[src/rtl/matrix_pkg.sv]
// Shared definitions for the keypad matrix row reader: geometry, key code width,
// FSM state encoding and small index helpers.
package matrix_pkg;

    localparam int NUM_COLS = 5;
    localparam int NUM_ROWS = 4;
    localparam int KEY_W    = 5;

    typedef enum logic [1:0] {
        ST_SCAN,
        ST_DEBOUNCE,
        ST_PRESSED,
        ST_RELEASE
    } state_e;

    // Lowest-index asserted row wins when several rows return at once.
    function automatic logic [1:0] lowest_row(input logic [NUM_ROWS-1:0] rows);
        lowest_row = '0;
        for (int i = NUM_ROWS - 1; i >= 0; i--) begin
            if (rows[i]) lowest_row = 2'(i);
        end
    endfunction

    function automatic logic [2:0] col_index(input logic [NUM_COLS-1:0] onehot);
        col_index = '0;
        for (int i = 0; i < NUM_COLS; i++) begin
            if (onehot[i]) col_index = 3'(i);
        end
    endfunction

endpackage

[src/rtl/matrix_row_reader_if.sv]
// Key event handshake between the row reader (master) and its consumer (slave).
interface matrix_row_reader_if;
    import matrix_pkg::*;

    logic [KEY_W-1:0] key_code;
    logic             key_valid;
    logic             key_ack;

    modport master (output key_code, output key_valid, input key_ack);
    modport slave  (input key_code, input key_valid, output key_ack);

endinterface

[src/rtl/row_sync.sv]
// Two-flop synchronizer for the asynchronous keypad row returns.
module row_sync #(
    parameter int WIDTH = 4
) (
    input  logic             clk,
    input  logic             rstn,
    input  logic [WIDTH-1:0] d,
    output logic [WIDTH-1:0] q
);

    logic [WIDTH-1:0] meta;

    // NOTE: non-blocking assignments keep meta and q as two distinct stages.
    always_ff @(posedge clk or posedge rstn) begin
        if (rstn) begin
            meta <= '0;
            q    <= '0;
        end else begin
            meta <= d;
            q    <= meta;
        end
    end

endmodule

[src/rtl/matrix_row_reader.sv]
// 5x4 keypad scanner with debounce and a valid/ack key event output.
// Optional auto-repeat of a held key is enabled by defining KEY_REPEAT_EN.
module matrix_row_reader
    import matrix_pkg::*;
#(
    parameter int SCAN_DIV     = 8,
    parameter int DEBOUNCE_CNT = 4
`ifdef KEY_REPEAT_EN
    ,
    parameter int REPEAT_SCANS = 64
`endif
) (
    input  logic                clk,
    input  logic                rstn,
    input  logic [NUM_ROWS-1:0] row_i,
    output logic [NUM_COLS-1:0] col_o,
    matrix_row_reader_if.master kif
);

    localparam logic [7:0] DIV_LAST  = 8'(SCAN_DIV - 1);
    localparam logic [3:0] DB_TARGET = 4'(DEBOUNCE_CNT);

    state_e              state;
    logic [7:0]          div_cnt;
    logic [3:0]          cnt;
    logic [1:0]          cand_row;
    logic [KEY_W-1:0]    cand_code;
    logic [KEY_W-1:0]    key_code_q;
    logic                key_valid_q;
    logic [NUM_ROWS-1:0] row_s;

    logic                sample_pt;
    logic                cand_high;
    logic                last_match;
    logic [NUM_COLS-1:0] col_next;
    logic [KEY_W-1:0]    scan_code;

    row_sync #(.WIDTH(NUM_ROWS)) u_row_sync (
        .clk  (clk),
        .rstn (rstn),
        .d    (row_i),
        .q    (row_s)
    );

    assign sample_pt  = (div_cnt == DIV_LAST);
    assign cand_high  = row_s[cand_row];
    assign last_match = ((cnt + 4'd1) >= DB_TARGET);
    assign col_next   = {col_o[NUM_COLS-2:0], col_o[NUM_COLS-1]};
    assign scan_code  = {col_index(col_o), lowest_row(row_s)};

    assign kif.key_code  = key_code_q;
    assign kif.key_valid = key_valid_q;

`ifdef KEY_REPEAT_EN
    localparam int              REP_W    = $clog2(REPEAT_SCANS + 1);
    localparam logic [REP_W-1:0] REP_LAST = REP_W'(REPEAT_SCANS - 1);
    logic [REP_W-1:0] rep_cnt;
`endif

    always_ff @(posedge clk or posedge rstn) begin
        if (rstn) begin
            state       <= ST_SCAN;
            div_cnt     <= '0;
            cnt         <= '0;
            cand_row    <= '0;
            cand_code   <= '0;
            key_code_q  <= '0;
            key_valid_q <= 1'b0;
            col_o       <= NUM_COLS'(1);
`ifdef KEY_REPEAT_EN
            rep_cnt     <= '0;
`endif
        end else begin
            div_cnt <= sample_pt ? '0 : div_cnt + 8'd1;

            // NOTE: the clear comes first so a later set in this block takes precedence.
            if (key_valid_q && kif.key_ack) key_valid_q <= 1'b0;

`ifdef KEY_REPEAT_EN
            if (state != ST_PRESSED || key_valid_q) rep_cnt <= '0;
`endif

            if (sample_pt) begin
                case (state)
                    ST_SCAN: begin
                        if (!key_valid_q && (|row_s)) begin
                            cand_row  <= lowest_row(row_s);
                            cand_code <= scan_code;
                            cnt       <= 4'd1;
                            if (DB_TARGET == 4'd1) begin
                                state       <= ST_PRESSED;
                                key_code_q  <= scan_code;
                                key_valid_q <= 1'b1;
                            end else begin
                                state <= ST_DEBOUNCE;
                            end
                        end else begin
                            col_o <= col_next;
                        end
                    end

                    ST_DEBOUNCE: begin
                        if (!cand_high) begin
                            state <= ST_SCAN;
                            col_o <= col_next;
                        end else if (last_match) begin
                            state       <= ST_PRESSED;
                            key_code_q  <= cand_code;
                            key_valid_q <= 1'b1;
                        end else begin
                            cnt <= cnt + 4'd1;
                        end
                    end

                    ST_PRESSED: begin
                        if (!cand_high) begin
                            cnt <= 4'd1;
                            if (DB_TARGET == 4'd1) begin
                                state <= ST_SCAN;
                                col_o <= col_next;
                            end else begin
                                state <= ST_RELEASE;
                            end
                        end
`ifdef KEY_REPEAT_EN
                        else if (!key_valid_q) begin
                            if (rep_cnt == REP_LAST) begin
                                key_valid_q <= 1'b1;
                                rep_cnt     <= '0;
                            end else begin
                                rep_cnt <= rep_cnt + 1'b1;
                            end
                        end
`endif
                    end

                    ST_RELEASE: begin
                        if (cand_high) begin
                            state <= ST_PRESSED;
                        end else if (last_match) begin
                            state <= ST_SCAN;
                            col_o <= col_next;
                        end else begin
                            cnt <= cnt + 4'd1;
                        end
                    end

                    default: state <= ST_SCAN;
                endcase
            end
        end
    end

endmodule

[src/flat_wrapper.sv]
// flat-port wrapper written by rule: the top's interface ports become plain ports
module matrix_row_reader_flat import matrix_pkg::*;
#(
    parameter int SCAN_DIV     = 8,
    parameter int DEBOUNCE_CNT = 4

)
  (clk, rstn, row_i, col_o, kif_key_code, kif_key_valid, kif_key_ack);
  matrix_row_reader_if kif_i ();
  input  logic clk;
  input  logic rstn;
  input  logic [NUM_ROWS-1:0] row_i;
  output logic [NUM_COLS-1:0] col_o;
  output wire logic [$bits(kif_i.key_code)-1:0] kif_key_code;
  output wire logic [$bits(kif_i.key_valid)-1:0] kif_key_valid;
  input wire logic [$bits(kif_i.key_ack)-1:0] kif_key_ack;
  assign kif_key_code = kif_i.key_code;
  assign kif_key_valid = kif_i.key_valid;
  assign kif_i.key_ack = kif_key_ack;
  matrix_row_reader #(.SCAN_DIV(SCAN_DIV), .DEBOUNCE_CNT(DEBOUNCE_CNT)) u_core (.clk(clk), .rstn(rstn), .row_i(row_i), .col_o(col_o), .kif(kif_i));
endmodule
[config.mk]
export PLATFORM = sky130hd
export DESIGN_NAME = matrix_row_reader_flat
export DESIGN_NICKNAME = d
export VERILOG_FILES = /design/src/rtl/matrix_pkg.sv /design/src/rtl/matrix_row_reader_if.sv /design/src/rtl/row_sync.sv /design/src/rtl/matrix_row_reader.sv /design/src/flat_wrapper.sv
export SDC_FILE = /design/constraint.sdc
export NUM_CORES = 1
export LEC_CHECK = 0
export BUFFER_PORTS_ARGS = -buffer_cell sky130_fd_sc_hd__clkbuf_2
export CAP_MARGIN = 15
export CORE_AREA = 3 3 62 64
export DETAILED_ROUTE_END_ITERATION = 7
export DIE_AREA = 0 0 65 67
export PLACE_DENSITY = 0.8
export RECOVER_POWER = 25
export SYNTH_ARGS = -nofsm -noshare
export SYNTH_HDL_FRONTEND = slang
export SYNTH_SLANG_ARGS = --single-unit
[constraint.sdc]
create_clock -name clk -period 3.05 [get_ports clk]
set_clock_uncertainty 0.1 [all_clocks]
set_input_delay 0.1525 -clock clk [delete_from_list [all_inputs] [get_ports clk]]
set_output_delay 0.1525 -clock clk [all_outputs]
set_load 0.05 [all_outputs]
==> flow_summary.toml, run 1 <==
[clock_tree]
path_clk_slew_ns = 0.12
cts_tree = "yes"
h-tree-depth = 2
cts_setup_buffers = 0
clk_latency_ns = 0.34
clockBufferDepth = 2
clockRootBuffer = "clkbuf_4"
cts.sinks = 38
cts_buffers = 5

[synthesis]
seq_area_frac_synth = 0.568
synth.most_common_cell = "dfrtp_1"
synth-async-reset-ratio = 1.00
yosys.area.top_type = "dfrtp_1"
synth_top_area_share = 0.553
synth_edf_count = 0
synth_compound_area_frac = 0.0971
synthSimpleGateAreaFrac = 0.144
synth-warning-count = 0
syn_nets = 144
yosys_register_bits = 38
synthFlopType = "dfrtp_1"
synth-xor-area-share = 0.0314
synth-adder-area-share = 0.0149
synth.distinct_cells = 41
synthTopCellsByArea = "dfrtp_1 (55%), mux2_2 (11%), nor2_1 (3.1%), xnor2_1 (2.6%), nand3_1 (1.8%)"
synth_top_family_by_area = "simple AND/OR/NAND/NOR gates"
syn_area_per_cell_um2 = 12.4
synth.area.mux_share = 0.121
syn-cell-area_um2 = 1680
synth_cells = 135
synthTopCellsByCount = "dfrtp_1 (37), mux2_2 (16), nor2_1 (14), nand3_1 (6)"

[cells_and_area]
finish.utilization = 0.577
area_growth_syn_to_layout_pct = 14.9
fin_nets = 171
n_antenna_cell = 0
multi_input_area_um2 = 684
nFillCells = 283
seqCellArea_um2 = 952
stdcell_count = 209
drive_gt1_frac = 0.307

[worst_setup_path]
endpoint_kind = "flip-flop"
arrival_ns = 2.42
critPathRequiredTime_ns = 3.19
slowest_delay_ns = 0.55
cp_max_fo = 9
slowest_stage = "or4_4"
path_cells = "or4_4 > nor3_4 > and4bb_1 > mux2_2"
worst_setup_path_start_kind = "flip-flop"
worstSetupPathType = "flip-flop to flip-flop"

[floorplanning]
ios = 18
core_area_um2 = 3340
die_y_um = 67
std_cell_rows = 21
start_util = 0.502
die_w_um = 65
dieArea_um2 = 4360

[place]
port_buffers = 17
place_inst = 195
hpwl_um = 2090
gp_congestion = 0.870

[sta]
fmax_mhz = 438
setup_viol = 0
finalMaxSlewViolations = 39
rsz0062_at_grt = "false"
period_share = 0.748
worstMarginPinSlew_ns = 1.91
fin_tns_setup_ns = 0
fin_crit_ns = 2.28
hold_viol_final = 0
relSlewSlack = -0.275

[power_and_ir_drop]
powerDensity_nw_per_um2 = 603
peakVddDrop_uv = 395
leakagePower_nw = 0.923

[routing]
wirelength_um = 2930
drt-vias-per-instance = 5.43
dr_total_vias = 1135
wl_per_cell_um = 14.0
remaining_drc_errors = 0
postRouteAntennaNets = 0
firstDrtPassIters = 4
drt_iter0_drc = 40

[worst_hold_path]
hold_class = "flip-flop to flip-flop"

[global_route]
grt_pass1_vias = 1125
grt_max_degree = 39
grt_pass1_wl_um = 5110
antenna_found_initial = 0
grt_use_total = 0.159
globalRouteOverflowTotal = 0

[flow_run]
maxCapViolCount = 1

[outcome]
violations = "max-capacitance violations, max-slew violations"
status = "complete, but fails checks"
## metrics by stage
step                worst slack (ns)  hold WS, ns  area (um^2)  power, mW
finish                         0.768        0.258         1930       1.16
global route                   0.417        0.273         1930       1.23
CTS                            0.784        0.261         1930       1.17
detailed placement             0.803        0.163         1810      0.889
global placement               0.871        0.154         1810      0.873
floorplan                      0.982       0.0839         1680      0.828
## final timing paths
path                       cells after the start  slack (ns)                 startpoint                     end
hold / removal                                 0        0.26  u_core.u_row_sync.meta[3]  u_core.u_row_sync.q[3]
max in group asynchronous                      4        0.84                       rstn         u_core.col_o[3]
hold reg to reg                                0        0.26  u_core.u_row_sync.meta[3]  u_core.u_row_sync.q[3]
min in group asynchronous                      4        0.91                       rstn       u_core.div_cnt[4]
setup reg to reg                               4        0.77          u_core.div_cnt[6]  u_core.kif.key_code[1]
setup / recovery                               4        0.77          u_core.div_cnt[6]  u_core.kif.key_code[1]
## critical path: cells and delay by family (launching register included)
family | cells | cell delay (ns)
AND/OR/NAND/NOR | 3 | 1.27
multiplexers | 1 | 0.38
flip-flops | 1 | 0.43
## timing repair
action | CTS | global route
hold endpoints to repair | 42 | 0
resized for setup | 0 | 0
hold buffers | 6 | 0
## layout by cell type, fill, tap and decap left out, drive strengths merged, types with 2 or more instances in the layout
cell         count
clkbuf          24
or3              4
o221a            2
nand2            4
o211ai           3
nand3            6
nor3             3
mux2            16
ha               2
dlygate4sd3      6
and2             2
dfrtp           37
a21boi           3
and3             2
o21a             2
o21ai            2
or4              2
xnor2            5
nor2            14
inv              5
a21oi            2
## layer usage
metal / GRT usage / up-vias / routed length [um]
li1: - / 535 / -
met1: 0.184 / 573 / 1280
met2: 0.259 / 17 / 1480
met3: 0.0472 / 10 / 94
met4: 0.0923 / 0 / 87
met5: 0 / - / 0
## area by class of cell
class	instances	area share
clock buffers	6	0.0266
clock inverters	2	0.00650
inverters	5	0.00975
multi-input cells	88	0.355
flip-flops and latches	38	0.494
well taps	46	0.0299
repair buffers	24	0.0773
## registers in the layout (all words and copies together) (netlist names), named ones only
name / flops
u_core.div_cnt: 8
u_core.cand_code: 5
u_core.col_o: 5
u_core.kif.key_code: 5
u_core.cnt: 4
u_core.u_row_sync.meta: 4
u_core.u_row_sync.q: 4
u_core.kif.key_valid: 1
u_core.state: 1
## cells by family (layout without fill, tap and decap cells)
| kind of cell | count (synthesis) | after routing |
|---|---|---|
| multiplexers | 17 | 17 |
| XOR/XNOR | 6 | 6 |
| AND/OR/NAND/NOR | 42 | 42 |
| AO/OA/AOI/OAI | 21 | 21 |
| adder cells (fa/ha/maj) | 2 | 2 |
| flip-flops | 38 | 38 |
| buffers and inverters | 9 | 37 |
## report_power, final
part	switching [mW]	internal, mW	leakage (nW)
sequential	0.0717	0.552	0.493
clock	0.163	0.111	0.0343
combinational	0.143	0.121	0.396
(Power assumes the default switching activity.)
==> run 2, diff against run 1 <==
Clock period 3.05 ns to 2.15 ns, I/O delays scaled along.
==> flow_summary.toml, run 2 (synthesis gave the netlist of run 1 again) <==
[worst_setup_path]
rr_worst_depth = 5
endpoint_kind = "flip-flop"
path_cells = "ha_1 > or3_1 > o31a_1 > o221a_2 > mux2_2"
slowest_delay_ns = 0.45
worst_setup_path_start_kind = "flip-flop"
arrival_ns = 2.24
slowest_stage = "dfrtp_2"
worstSetupPathType = "flip-flop to flip-flop"
cp_max_fo = 7
critPathRequiredTime_ns = 2.29

[power_and_ir_drop]
peakVddDrop_uv = 692
leakagePower_nw = 0.948
powerDensity_nw_per_um2 = 889

[sta]
finalMaxSlewViolations = 0
fmax_mhz = 477
hold_viol_final = 0
relSlewSlack = 0.392
worstMarginPinSlew_ns = 0.912
fin_tns_setup_ns = 0
period_share = 0.975
setup_ws_ns = 0.0534
setup_viol = 0
fin_crit_ns = 2.10

[floorplanning]
core_area_um2 = 3340
start_util = 0.502
dieArea_um2 = 4360
std_cell_rows = 21
die_w_um = 65
ios = 18
die_y_um = 67

[cells_and_area]
multi_input_area_um2 = 693
area_growth_syn_to_layout_pct = 18.3
layout_commonest_cell = "dfrtp_1"
top_register = "u_core.div_cnt"
nFillCells = 272
most-common-layout-cells = "dfrtp_1 (36), clkbuf_2 (18), mux2_2 (16)"
drive_gt1_frac = 0.341
seqCellArea_um2 = 953
largest_reg_flops = 8
n_antenna_cell = 0
fin_nets = 175
stdcell_area_um2 = 1980

[flow_run]
maxCapViolCount = 0

[clock_tree]
clockBufferDepth = 2
cts_tree = "yes"
clockRootBuffer = "clkbuf_4"
clk_latency_ns = 0.35
cts.sinks = 38
h-tree-depth = 2
path_clk_slew_ns = 0.11
cts_buffers = 5

[global_route]
grt_max_degree = 39
grt_use_met1 = 0.189
grt_use_total = 0.156
grt_busiest_layer = "met2"
met3_usage = 0.0556
grt_pass1_vias = 1187
grt_pass1_wl_um = 5090
antenna_found_initial = 0
globalRouteOverflowTotal = 0
use_met2 = 0.248

[place]
gp_congestion = 0.878
place_area_um2 = 1820
hpwl_um = 2180
port_buffers = 17
pre_cts_ws_ns = 0.0207

[routing]
remaining_drc_errors = 0
drt_iter0_drc = 44
firstDrtPassIters = 4
dr_total_vias = 1171
wl_per_cell_um = 14.1
drt-vias-per-instance = 5.50
wirelength_um = 3000
postRouteAntennaNets = 0

[worst_hold_path]
hold_class = "flip-flop to flip-flop"
min_path_cells = 0

[outcome]
status = "complete, no violations"
-- run 2: cell count changes in the layout (fill, tap and decap cells not counted) --
| cell | previous run | this run |
|---|---|---|
| and4bb_1 | 1 | 0 |
| and4bb_4 | 0 | 1 |
| buf_4 | 0 | 4 |
| bufinv_16 | 0 | 1 |
| clkbuf_2 | 17 | 18 |
| clkbuf_8 | 1 | 0 |
| clkinv_2 | 1 | 0 |
| dfrtp_1 | 37 | 36 |
| dfrtp_2 | 0 | 1 |
| nor3_1 | 2 | 1 |
| nor3_2 | 0 | 1 |
-- run 2: timing repair --
action,4_1_cts,5_1_grt
buffers inserted,0,2
hold endpoints to repair,42,0
endpoints found under the setup margin,0,13
gates resized for setup,0,4
hold buffers,6,0
-- run 2: layer usage --
| layer | vias to the layer above | routed length, um |
|---|---|---|
| li1 | 549 | - |
| met1 | 586 | 1300 |
| met2 | 28 | 1480 |
| met3 | 8 | 156 |
| met4 | 0 | 65 |
| met5 | - | 0 |
-- run 2: worst max-delay path, delay by kind of cell, from the launching register on --
kind,cells,cell delay [ns]
flip-flops,1,0.45
adder cells (fa/ha/maj),1,0.21
multiplexers,1,0.28
AO/OA/AOI/OAI,2,0.55
AND/OR/NAND/NOR,1,0.39
-- run 2: path summary, 6_finish.rpt --
check | startpoint | to | slack (ns)
setup / recovery | u_core.cnt[0] | u_core.col_o[2] | 0.05
hold / removal | u_core.u_row_sync.meta[3] | u_core.u_row_sync.q[3] | 0.26
setup reg to reg | u_core.cnt[0] | u_core.col_o[2] | 0.05
hold reg to reg | u_core.u_row_sync.meta[3] | u_core.u_row_sync.q[3] | 0.26
max in group asynchronous | rstn | u_core.cnt[0] | 0.87
min in group asynchronous | rstn | u_core.cand_code[3] | 0.45
-- run 2: area by class of cell --
type / count / share of cell area
Sequential cell: 38 / 0.481
Inverter: 5 / 0.00947
Tap cell: 46 / 0.0290
Clock buffer: 6 / 0.0208
Clock inverter: 2 / 0.0189
Multi-Input combinational cell: 88 / 0.350
Timing Repair Buffer: 28 / 0.0909
-- run 2: per-stage QoR --
step / hold WS (ns) / power, mW / std cells / util
after floorplan: 0.0389 / 1.17 / 135 / -
after global placement: 0.108 / 1.25 / 197 / 0.546
after detailed placement: 0.120 / 1.28 / 197 / 0.546
after CTS: 0.262 / 1.76 / 211 / 0.587
after global routing: 0.269 / 1.85 / 213 / 0.594
final: 0.259 / 1.76 / 213 / 0.594
-- run 2: report_power, final --
group          total (mW)  internal [mW]  leakage (nW)  switching, mW
clock network       0.481          0.245        0.0385          0.236
logic               0.418          0.185         0.417          0.233
registers           0.862          0.785         0.492         0.0768
total                1.76           1.22         0.948          0.546
